[src/rtl/gshare_pkg.sv]
// gshare_pkg: shared types and counter helpers for the gshare predictor.
// Helpers take the counter width as an argument so any CTR_W up to CTR_W_MAX works.
package gshare_pkg;

   localparam int CTR_W_MAX = 8;

   typedef logic [CTR_W_MAX-1:0] ctr_t;

   typedef enum logic [0:0] {
      INIT = 1'b0,
      RUN  = 1'b1
   } state_e;

   function automatic ctr_t ctr_max(int w);
      return ctr_t'((1 << w) - 1);
   endfunction

   function automatic ctr_t ctr_weak_taken(int w);
      return ctr_t'(1 << (w - 1));
   endfunction

   function automatic ctr_t sat_next(ctr_t ctr, logic taken, int w);
      ctr_t nxt;
      nxt = ctr;
      if (taken) begin
         if (ctr != ctr_max(w)) nxt = ctr + 1'b1;
      end else begin
         if (ctr != '0) nxt = ctr - 1'b1;
      end
      return nxt;
   endfunction

endpackage

[src/rtl/gshare_branch_predictor_if.sv]
// gshare_branch_predictor_if: fetch/execute side bundle of the predictor.
// master = fetch/execute, slave = predictor; counts exist with GSHARE_PERF_COUNTERS_EN.
interface gshare_branch_predictor_if #(
   parameter int PC_W    = 32,
   parameter int INDEX_W = 6
);

   logic               ready;
   logic               predict_valid;
   logic [PC_W-1:0]    predict_pc;
   logic               prediction_valid;
   logic               prediction_taken;
   logic [INDEX_W-1:0] prediction_index;
   logic               resolve_valid;
   logic [INDEX_W-1:0] resolve_index;
   logic               resolve_taken;
   logic               resolve_predicted;
`ifdef GSHARE_PERF_COUNTERS_EN
   logic [31:0]        pred_count;
   logic [31:0]        mispred_count;

   modport master (
      input  ready, prediction_valid, prediction_taken, prediction_index,
      input  pred_count, mispred_count,
      output predict_valid, predict_pc,
      output resolve_valid, resolve_index, resolve_taken, resolve_predicted
   );

   modport slave (
      output ready, prediction_valid, prediction_taken, prediction_index,
      output pred_count, mispred_count,
      input  predict_valid, predict_pc,
      input  resolve_valid, resolve_index, resolve_taken, resolve_predicted
   );
`else
   modport master (
      input  ready, prediction_valid, prediction_taken, prediction_index,
      output predict_valid, predict_pc,
      output resolve_valid, resolve_index, resolve_taken, resolve_predicted
   );

   modport slave (
      output ready, prediction_valid, prediction_taken, prediction_index,
      input  predict_valid, predict_pc,
      input  resolve_valid, resolve_index, resolve_taken, resolve_predicted
   );
`endif

endinterface

[src/rtl/gshare_counter_table.sv]
// gshare_counter_table: 2^INDEX_W counters, one write port, a raw read for
// read-modify-write and a write-first read port (rdata sees same-cycle write).
module gshare_counter_table
   import gshare_pkg::*;
#(
   parameter int INDEX_W = 6,
   parameter int CTR_W   = 2
) (
   input  logic               clk,
   input  logic               we,
   input  logic [INDEX_W-1:0] waddr,
   input  logic [CTR_W-1:0]   wdata,
   input  logic [INDEX_W-1:0] raddr,
   output logic [CTR_W-1:0]   rdata,
   input  logic [INDEX_W-1:0] rmw_addr,
   output logic [CTR_W-1:0]   rmw_data
);

   localparam int DEPTH = 1 << INDEX_W;

   logic [CTR_W-1:0] mem_q [DEPTH];
   logic [CTR_W-1:0] mem_d [DEPTH];

   always_comb begin
      mem_d = mem_q;
      if (we) mem_d[waddr] = wdata;
   end

   // Contents are defined by the init sweep, so no reset here.
   always_ff @(posedge clk) begin
      mem_q <= mem_d;
   end

   assign rmw_data = mem_q[rmw_addr];
   assign rdata    = (we && (waddr == raddr)) ? wdata : mem_q[raddr];

endmodule

[src/rtl/gshare_branch_predictor.sv]
// gshare_branch_predictor: PC^history indexed counters, registered prediction, init sweep.
// Ports: clk, rst (sync high), bp (slave); GSHARE_PERF_COUNTERS_EN adds the counts.
module gshare_branch_predictor
   import gshare_pkg::*;
#(
   parameter int PC_W    = 32,
   parameter int INDEX_W = 6,
   parameter int HIST_W  = 6,
   parameter int CTR_W   = 2
) (
   input  logic clk,
   input  logic rst,
   gshare_branch_predictor_if.slave bp
);

   localparam logic [CTR_W-1:0] WEAK_T = CTR_W'(ctr_weak_taken(CTR_W));

   state_e             state_q, state_d;
   logic [INDEX_W-1:0] ptr_q, ptr_d;
   logic [HIST_W-1:0]  hist_q, hist_d;
   logic               pv_q, pv_d;
   logic               pt_q, pt_d;
   logic [INDEX_W-1:0] pidx_q, pidx_d;

   logic               run;
   logic               req;
   logic               res;
   logic [INDEX_W-1:0] hist_ext;
   logic [INDEX_W-1:0] pred_idx;
   logic               tbl_we;
   logic [INDEX_W-1:0] tbl_waddr;
   logic [CTR_W-1:0]   tbl_wdata;
   logic [CTR_W-1:0]   tbl_rdata;
   logic [CTR_W-1:0]   rmw_data;

   assign run = (state_q == RUN);
   assign req = run & bp.predict_valid;
   assign res = run & bp.resolve_valid;

   always_comb begin
      hist_ext = '0;
      hist_ext[HIST_W-1:0] = hist_q;
   end

   assign pred_idx = bp.predict_pc[INDEX_W+1:2] ^ hist_ext;

   gshare_counter_table #(
      .INDEX_W (INDEX_W),
      .CTR_W   (CTR_W)
   ) u_table (
      .clk      (clk),
      .we       (tbl_we),
      .waddr    (tbl_waddr),
      .wdata    (tbl_wdata),
      .raddr    (pred_idx),
      .rdata    (tbl_rdata),
      .rmw_addr (bp.resolve_index),
      .rmw_data (rmw_data)
   );

   always_comb begin
      state_d   = state_q;
      ptr_d     = ptr_q;
      hist_d    = hist_q;
      tbl_we    = 1'b0;
      tbl_waddr = ptr_q;
      tbl_wdata = WEAK_T;
      unique case (state_q)
         INIT: begin
            tbl_we = 1'b1;
            ptr_d  = ptr_q + 1'b1;
            if (&ptr_q) state_d = RUN;
         end
         RUN: begin
            if (res) begin
               tbl_we    = 1'b1;
               tbl_waddr = bp.resolve_index;
               tbl_wdata = CTR_W'(sat_next(ctr_t'(rmw_data),
                                           bp.resolve_taken, CTR_W));
               hist_d    = {hist_q[HIST_W-2:0], bp.resolve_taken};
            end
         end
         default: state_d = INIT;
      endcase
      if (rst) tbl_we = 1'b0;
   end

   always_comb begin
      pv_d   = req;
      pt_d   = pt_q;
      pidx_d = pidx_q;
      if (req) begin
         pt_d   = tbl_rdata[CTR_W-1];
         pidx_d = pred_idx;
      end
   end

   always_ff @(posedge clk) begin
      if (rst) begin
         state_q <= INIT;
         ptr_q   <= '0;
         hist_q  <= '0;
         pv_q    <= 1'b0;
         pt_q    <= 1'b0;
         pidx_q  <= '0;
      end else begin
         state_q <= state_d;
         ptr_q   <= ptr_d;
         hist_q  <= hist_d;
         pv_q    <= pv_d;
         pt_q    <= pt_d;
         pidx_q  <= pidx_d;
      end
   end

   assign bp.ready            = run;
   assign bp.prediction_valid = pv_q;
   assign bp.prediction_taken = pt_q;
   assign bp.prediction_index = pidx_q;

   // PC bits outside the index field never affect the prediction.
   logic unused_pc;
   assign unused_pc = ^{bp.predict_pc[PC_W-1:INDEX_W+2], bp.predict_pc[1:0]};

`ifdef GSHARE_PERF_COUNTERS_EN
   logic [31:0] pcnt_q, pcnt_d;
   logic [31:0] mcnt_q, mcnt_d;
   logic        mis;

   assign mis = res & (bp.resolve_taken != bp.resolve_predicted);

   always_comb begin
      pcnt_d = pcnt_q;
      mcnt_d = mcnt_q;
      if (req && !(&pcnt_q)) pcnt_d = pcnt_q + 1'b1;
      if (mis && !(&mcnt_q)) mcnt_d = mcnt_q + 1'b1;
   end

   always_ff @(posedge clk) begin
      if (rst) begin
         pcnt_q <= '0;
         mcnt_q <= '0;
      end else begin
         pcnt_q <= pcnt_d;
         mcnt_q <= mcnt_d;
      end
   end

   assign bp.pred_count    = pcnt_q;
   assign bp.mispred_count = mcnt_q;
`else
   logic unused_pred;
   assign unused_pred = bp.resolve_predicted;
`endif

endmodule
[src/flat_wrapper.sv]
// flat-port wrapper written by rule: the top's interface ports become plain ports
module gshare_branch_predictor_flat import gshare_pkg::*;
#(
   parameter int PC_W    = 32,
   parameter int INDEX_W = 6,
   parameter int HIST_W  = 6,
   parameter int CTR_W   = 2
)
  (clk, rst, bp_ready, bp_prediction_valid, bp_prediction_taken, bp_prediction_index, bp_predict_valid, bp_predict_pc, bp_resolve_valid, bp_resolve_index, bp_resolve_taken, bp_resolve_predicted);
  gshare_branch_predictor_if #(.PC_W(PC_W), .INDEX_W(INDEX_W)) bp_i ();
  input  logic clk;
  input  logic rst;
  output wire logic [$bits(bp_i.ready)-1:0] bp_ready;
  output wire logic [$bits(bp_i.prediction_valid)-1:0] bp_prediction_valid;
  output wire logic [$bits(bp_i.prediction_taken)-1:0] bp_prediction_taken;
  output wire logic [$bits(bp_i.prediction_index)-1:0] bp_prediction_index;
  input wire logic [$bits(bp_i.predict_valid)-1:0] bp_predict_valid;
  input wire logic [$bits(bp_i.predict_pc)-1:0] bp_predict_pc;
  input wire logic [$bits(bp_i.resolve_valid)-1:0] bp_resolve_valid;
  input wire logic [$bits(bp_i.resolve_index)-1:0] bp_resolve_index;
  input wire logic [$bits(bp_i.resolve_taken)-1:0] bp_resolve_taken;
  input wire logic [$bits(bp_i.resolve_predicted)-1:0] bp_resolve_predicted;
  assign bp_ready = bp_i.ready;
  assign bp_prediction_valid = bp_i.prediction_valid;
  assign bp_prediction_taken = bp_i.prediction_taken;
  assign bp_prediction_index = bp_i.prediction_index;
  assign bp_i.predict_valid = bp_predict_valid;
  assign bp_i.predict_pc = bp_predict_pc;
  assign bp_i.resolve_valid = bp_resolve_valid;
  assign bp_i.resolve_index = bp_resolve_index;
  assign bp_i.resolve_taken = bp_resolve_taken;
  assign bp_i.resolve_predicted = bp_resolve_predicted;
  gshare_branch_predictor #(.PC_W(PC_W), .INDEX_W(INDEX_W), .HIST_W(HIST_W), .CTR_W(CTR_W)) u_core (.clk(clk), .rst(rst), .bp(bp_i));
endmodule
[config.mk]
export PLATFORM = sky130hd
export DESIGN_NAME = gshare_branch_predictor_flat
export DESIGN_NICKNAME = d
export VERILOG_FILES = /design/src/rtl/gshare_pkg.sv /design/src/rtl/gshare_branch_predictor_if.sv /design/src/rtl/gshare_counter_table.sv /design/src/rtl/gshare_branch_predictor.sv /design/src/flat_wrapper.sv
export SDC_FILE = /design/constraint.sdc
export NUM_CORES = 1
export LEC_CHECK = 0
export BUFFER_PORTS_ARGS = -buffer_cell sky130_fd_sc_hd__buf_2
export CAP_MARGIN = 20
export CORE_UTILIZATION = 60
export CTS_BUF_LIST = sky130_fd_sc_hd__clkbuf_8 sky130_fd_sc_hd__clkbuf_16
export DETAILED_ROUTE_END_ITERATION = 10
export HOLD_SLACK_MARGIN = 0.05
export PLACE_DENSITY_LB_ADDON = 0.25
export SYNTH_ARGS = -nofsm -noshare
export SYNTH_HDL_FRONTEND = slang
export SYNTH_SLANG_ARGS = --single-unit
[constraint.sdc]
create_clock -name clk -period 6.5 [get_ports clk]
set_clock_uncertainty 0.05 [all_clocks]
set_input_delay 0.975 -clock clk [delete_from_list [all_inputs] [get_ports clk]]
set_output_delay 0.975 -clock clk [all_outputs]
set_load 0.05 [all_outputs]
Word-level counts from Yosys, hierarchy flattened:

Cells that the tools add are included.

* word-level logic and storage cells: 113
* register bits: 149

* reduce and logical (&&, ||, !) cells: 5
* order comparisons: 4
* $add $sub $neg: 3
* eq/ne operators: 2
* bitwise logic cells: 7
* multiplexer cells: 22

Operators with widths (number)
* bitwise mux 128 bit: 1
* binary-select mux 2 bit (select 6 bit): 2
* 2-to-1 mux 2 bit: 11
* greater-or-equal comparator 7 bit, second input constant: 3
* NOT 6 -> 7 bit: 3
* demux 2 bit (select 6 bit): 1
* 2-to-1 mux 6 bit: 2
* less-than comparator 7 x 1 -> 1 bit, second input constant: 1
* adder 6 x 1 -> 6 bit, second input constant: 1
* equality test 6 bit: 1
* AND reduction 6 bit: 1
* XOR 6 bit: 1
* 2-to-1 mux 1 bit: 4
* adder 2 x 1 -> 2 bit, second input constant: 1
* bitwise AND 1 bit: 2
* logical AND 1 bit: 2
* != test 2 bit, second input constant: 1
* one-hot mux 1 bit (2 select lines): 1
* AND reduction 2 bit: 1
* nonzero test 2 bit: 1
* subtractor 2 x 1 -> 2 bit, second input constant: 1
* NOT 1 bit: 1

Depth between registers and ports, before layout:

* depth in word-level cells: 10
* depth in mapped cells: 11
* mapped depth without buffers: 7

Cells and area by module:

From an unflattened synthesis, not the netlist that was laid out.

* cells, all modules: 526
* area total of the unflattened synthesis: 7409.6 um^2

By module, submodules not included
* gshare_counter_table: times used 1, cells each 401, area each 6457.4 um^2
* gshare_branch_predictor: times used 1, cells each 125, area each 952.2 um^2

Least setup slack after synthesis:

Ideal clock, no wire load.

* path kind: input to register
* start: input bp_resolve_index[0]
* end: register u_core.u_table.mem_q[0] (netlist name), data pin
* data required time: 5902 ps
* setup time: 548 ps
* setup slack: 1758 ps
* data arrival time: 4145 ps
* stages on the path: 8
* buffers on the path: 1
* cells stage by stage: buf_6 > mux4_1 > mux2_2 > a22oi_1 > nand3_1 > o211ai_1 > o21ai_0 > a21oi_1

* cells in the longest elaborated chain, start to end: 10

RTL lines
* from (decl): line flat_wrapper.sv:20 `input wire logic [$bits(bp_i.resolve_index)-1:0] bp_resolve_index;`
* NOT 6 -> 7 bit (implied by the code) (*): line gshare_counter_table.sv:34 `assign rmw_data = mem_q[rmw_addr];`
* binary-select mux 2 bit (select 6 bit) (*): line gshare_counter_table.sv:34
* 2-to-1 mux 2 bit (implied by the code) (*) (2 in a row): line gshare_counter_table.sv:34
* subtractor 2 x 1 -> 2 bit, or another cell as far along: line gshare_pkg.sv:28 `if (ctr != '0) nxt = ctr - 1'b1;`
* 2-to-1 mux 2 bit (on tied branches): line gshare_pkg.sv:28, gshare_pkg.sv:26
* 2-to-1 mux 2 bit (*): line gshare_pkg.sv:25 `if (taken) begin`
* 2-to-1 mux 2 bit (*): line gshare_branch_predictor.sv:75 `if (res) begin`
* 2-to-1 mux 2 bit (*): line gshare_branch_predictor.sv:68 `unique case (state_q)`
* via u_core.tbl_wdata[0]: line gshare_branch_predictor.sv:32 `logic [CTR_W-1:0] tbl_wdata;`
* bitwise mux 128 bit (*): line gshare_counter_table.sv:26 `if (we) mem_d[waddr] = wdata;`
* to (signal assigned): line gshare_counter_table.sv:31 `mem_q <= mem_d;`
* to (decl): line gshare_counter_table.sv:21 `logic [CTR_W-1:0] mem_q [DEPTH];`

Mark *: on every way through the listed nets, which the timed path passes. The rest lies on a longest branch. The select of a mux whose other input is x is not followed.
A chain may end at the register's enable or synchronous reset.

Worst setup path in the final report:

* start: input bp_resolve_index[0]
* end: register u_core.u_table.mem_q[77] (netlist name), data pin

The elaborated chain is that of the path after synthesis.

==> results.md <==
- Num ports: 53
- Cell Rows: 39
- Per-cell routed wire length: 22.9 um
- Status: finished with violations
- Global Route Usage Sum: 28.0%
- Post-DP HPWL: 10700 um
- Core area: 11500 um^2
- Wirelength, routed: 16400 um
- Setup violators final: 0
- Post-route clock period utilization: 62.1%
- Worst-path clk slew: 0.05 ns
- Final Max Tran Viols: 0
- RePlAce Congestion: 0.885
- Synth Cell Area: 7150 um^2
- Hold Fails Final Rpt: 0
- Clock Latency Late Sink: 0.42 ns
- Total CTS buffers: 17
- Required @ worst endpoint: 6.61 ns
- Register area share after synthesis: 59.6%
- Top FF cell, synth: edfxtp_1
- DRC viols: 6
- Pre-Repair DR Iteration Count: 8
- WS Path Type: primary input to flip-flop
- Placed cell areas: 7370 um^2
- Clock Sinks: 149
- Ys async rst share: 0%
- Initial drt markers: 557
- Die X: 111 um
- Fin Setup TNS: 0 ns
- RSZ-0062 raised after global routing: no
- Synth Warn #: 0
- Power Total: 0.00214 W
- P_leak: 2.89 nW
- Post-synth EDFFs: 128
- IO Port Bufs: 25
- CTS tree: done
- Fraction of layout cells with a size suffix above 1: 17.6%
- Netlist cell types: 54
- CP Launch Type: primary input
- Relative slew margins: 42.6%
- Hold crit path type: flip-flop to flip-flop
- Fmax: 248 MHz
- Routed vias/inst: 6.59
- H-tree depth: 4
- Max_cap viols: 0
- Initial antenna violation count: 0
- Endpoint type of the worst setup path: flip-flop
- Worst Path Arrival: 4.14 ns
- Antenna Nets Post-Route: 0
- Seq cells post-synth: 149
- Maximum buffer depth of the clock tree: 2
- # diodes: 0
- Initial Utilization: 62.1%
- Commonest non-fill, non-tap cell in the layout: edfxtp_1
- Total global routing overflow: 0
- # nets final: 608
- Reg-to-reg slack, setup: 3.38 ns
- Die area: 12400 um^2
- Commonest cells after routing, fill and taps aside: edfxtp_1 (128), nor2_1 (92), nand2_1 (54), mux4_2 (28), buf_2 (25)
- Power Dens Cells: 268 nW/um^2
- First-pass GRT wire length: 24900 um
- Syn nets: 583
- Die H: 111 um
- CTS root buf: clkbuf_16
- Fill cell count: 779
- Worst-margin pin slew: 0.858 ns
- Mapped Cells: 538
- Syn avg cell area: 13.3 um^2
- Vias in the first global route: 4617
- Fin area: 8000 um^2
- Via Count: 4725
- Peak VDD IR: 0.166 mV
- Largest net degree at the start of global routing: 65
- Violated checks: design-rule violations
- Worst-path maximum fanout: 22
- Synth-to-layout area growth: 11.9%
- Final Critical Period: 4.04 ns
- Postcts setup bufs: 0
- Number of hold buffers added after cts: 0
- Post-CTS sizing: 0
## cells in the mapped netlist, types with 3 or more instances
cell	number	share of area, %
a211oi_1	4	0.42
a21boi_0	3	0.31
a21oi_1	16	1.1
a22oi_1	3	0.31
and2_1	3	0.26
and3_1	6	0.52
buf_1	3	0.16
buf_2	6	0.42
clkbuf_1	12	0.63
dfxtp_1	21	5.9
edfxtp_1	128	54
inv_1	3	0.16
mux2_2	7	1.1
mux2i_1	19	2.7
mux4_1	10	3.7
mux4_2	28	8.8
nand2_1	54	2.8
nand3_1	21	1.5
nand3b_1	5	0.52
nand4_1	7	0.61
nor2_1	92	4.8
nor2b_1	9	0.79
nor3_1	6	0.42
o211ai_1	4	0.42
o21ai_0	11	0.77
o31ai_1	3	0.31
or3_1	3	0.26
xnor2_1	6	0.73
xor2_1	9	1.1
## layout make-up
type                            count  area, um^2  share of cell area, %
Multi-Input combinational cell    358        2740                   34.2
Inverter                            4        15.0                  0.188
Tap cell                          143         179                   2.24
Timing Repair Buffer               33         213                   2.66
Clock inverter                     13         168                   2.10
Clock buffer                       17         425                   5.32
Sequential cell                   149        4260                   53.3
## routing by layer
| metal | wire length (um) | GRT usage (%) | part of all wire, % |
|---|---|---|---|
| met1 | 6810 | 36.6 | 41 |
| met2 | 7840 | 43.3 | 48 |
| met3 | 1070 | 6.23 | 6.5 |
| met4 | 710 | 16.5 | 4.3 |
| met5 | 0 | 0 | 0 |
## final timing paths
path                                 startpoint                       endpoint  cells after the start
hold / removal    u_core.bp.prediction_index[3]  u_core.bp.prediction_index[3]                      2
setup reg to reg       u_core.u_table.mem_q[40]       u_core.u_table.mem_q[77]                      9
hold reg to reg   u_core.bp.prediction_index[3]  u_core.bp.prediction_index[3]                      2
setup / recovery            bp_resolve_index[0]       u_core.u_table.mem_q[77]                     11
## where the power goes
| group | internal, W | switching, W | total (W) |
|---|---|---|---|
| Sequential | 0.00103 | 0.00000429 | 0.00103 |
| Combinational | 0.0000479 | 0.0000760 | 0.000124 |
| Clock | 0.000630 | 0.000358 | 0.000988 |
## worst max-delay path, stage by stage
cell	delay [ns]
buf_2	0.34
buf_4	0.33
mux4_1	0.57
mux2_2	0.29
a22oi_1	0.19
nand3_1	0.14
o211ai_1	0.16
maj3_2	0.27
nand2_1	0.35
buf_8	0.32
buf_4	0.20
## cells by family (layout without fill, tap and decap cells)
logic type      Yosys count  after routing  share of synthesized area, %
compound gates           63             63                          6.07
simple gates            214            214                          13.4
buf+inv                  31             67                          2.50
xor+xnor                 15             15                          1.84
mux                      64             64                          16.3
flops                   149            149                          59.6
fa+ha+maj                 2              2                         0.332
## sequential cells by signal, summed over array words and instances, names as in the netlist
| register | count |
|---|---|
| u_core.bp.prediction_index | 6 |
| u_core.hist_ext | 6 |
| u_core.bp.prediction_taken | 1 |
| u_core.ptr_q | 6 |
| u_core.u_table.mem_q | 128 |
| u_core.bp.prediction_valid | 1 |
| u_core.bp.ready | 1 |
## stage by stage
stage / worst slack [ns] / instances / hold WS (ns) / utilization, %
after floorplan: 1.76 / 538 / 0.407 / -
after global placement: 1.82 / 685 / 0.428 / 64.0
after detailed placement: 1.76 / 685 / 0.441 / 64.0
after CTS: 2.20 / 715 / 0.448 / 69.1
after global routing: 2.33 / 717 / 0.467 / 69.5
final: 2.46 / 717 / 0.446 / 69.5
(Power assumes the default switching activity.)
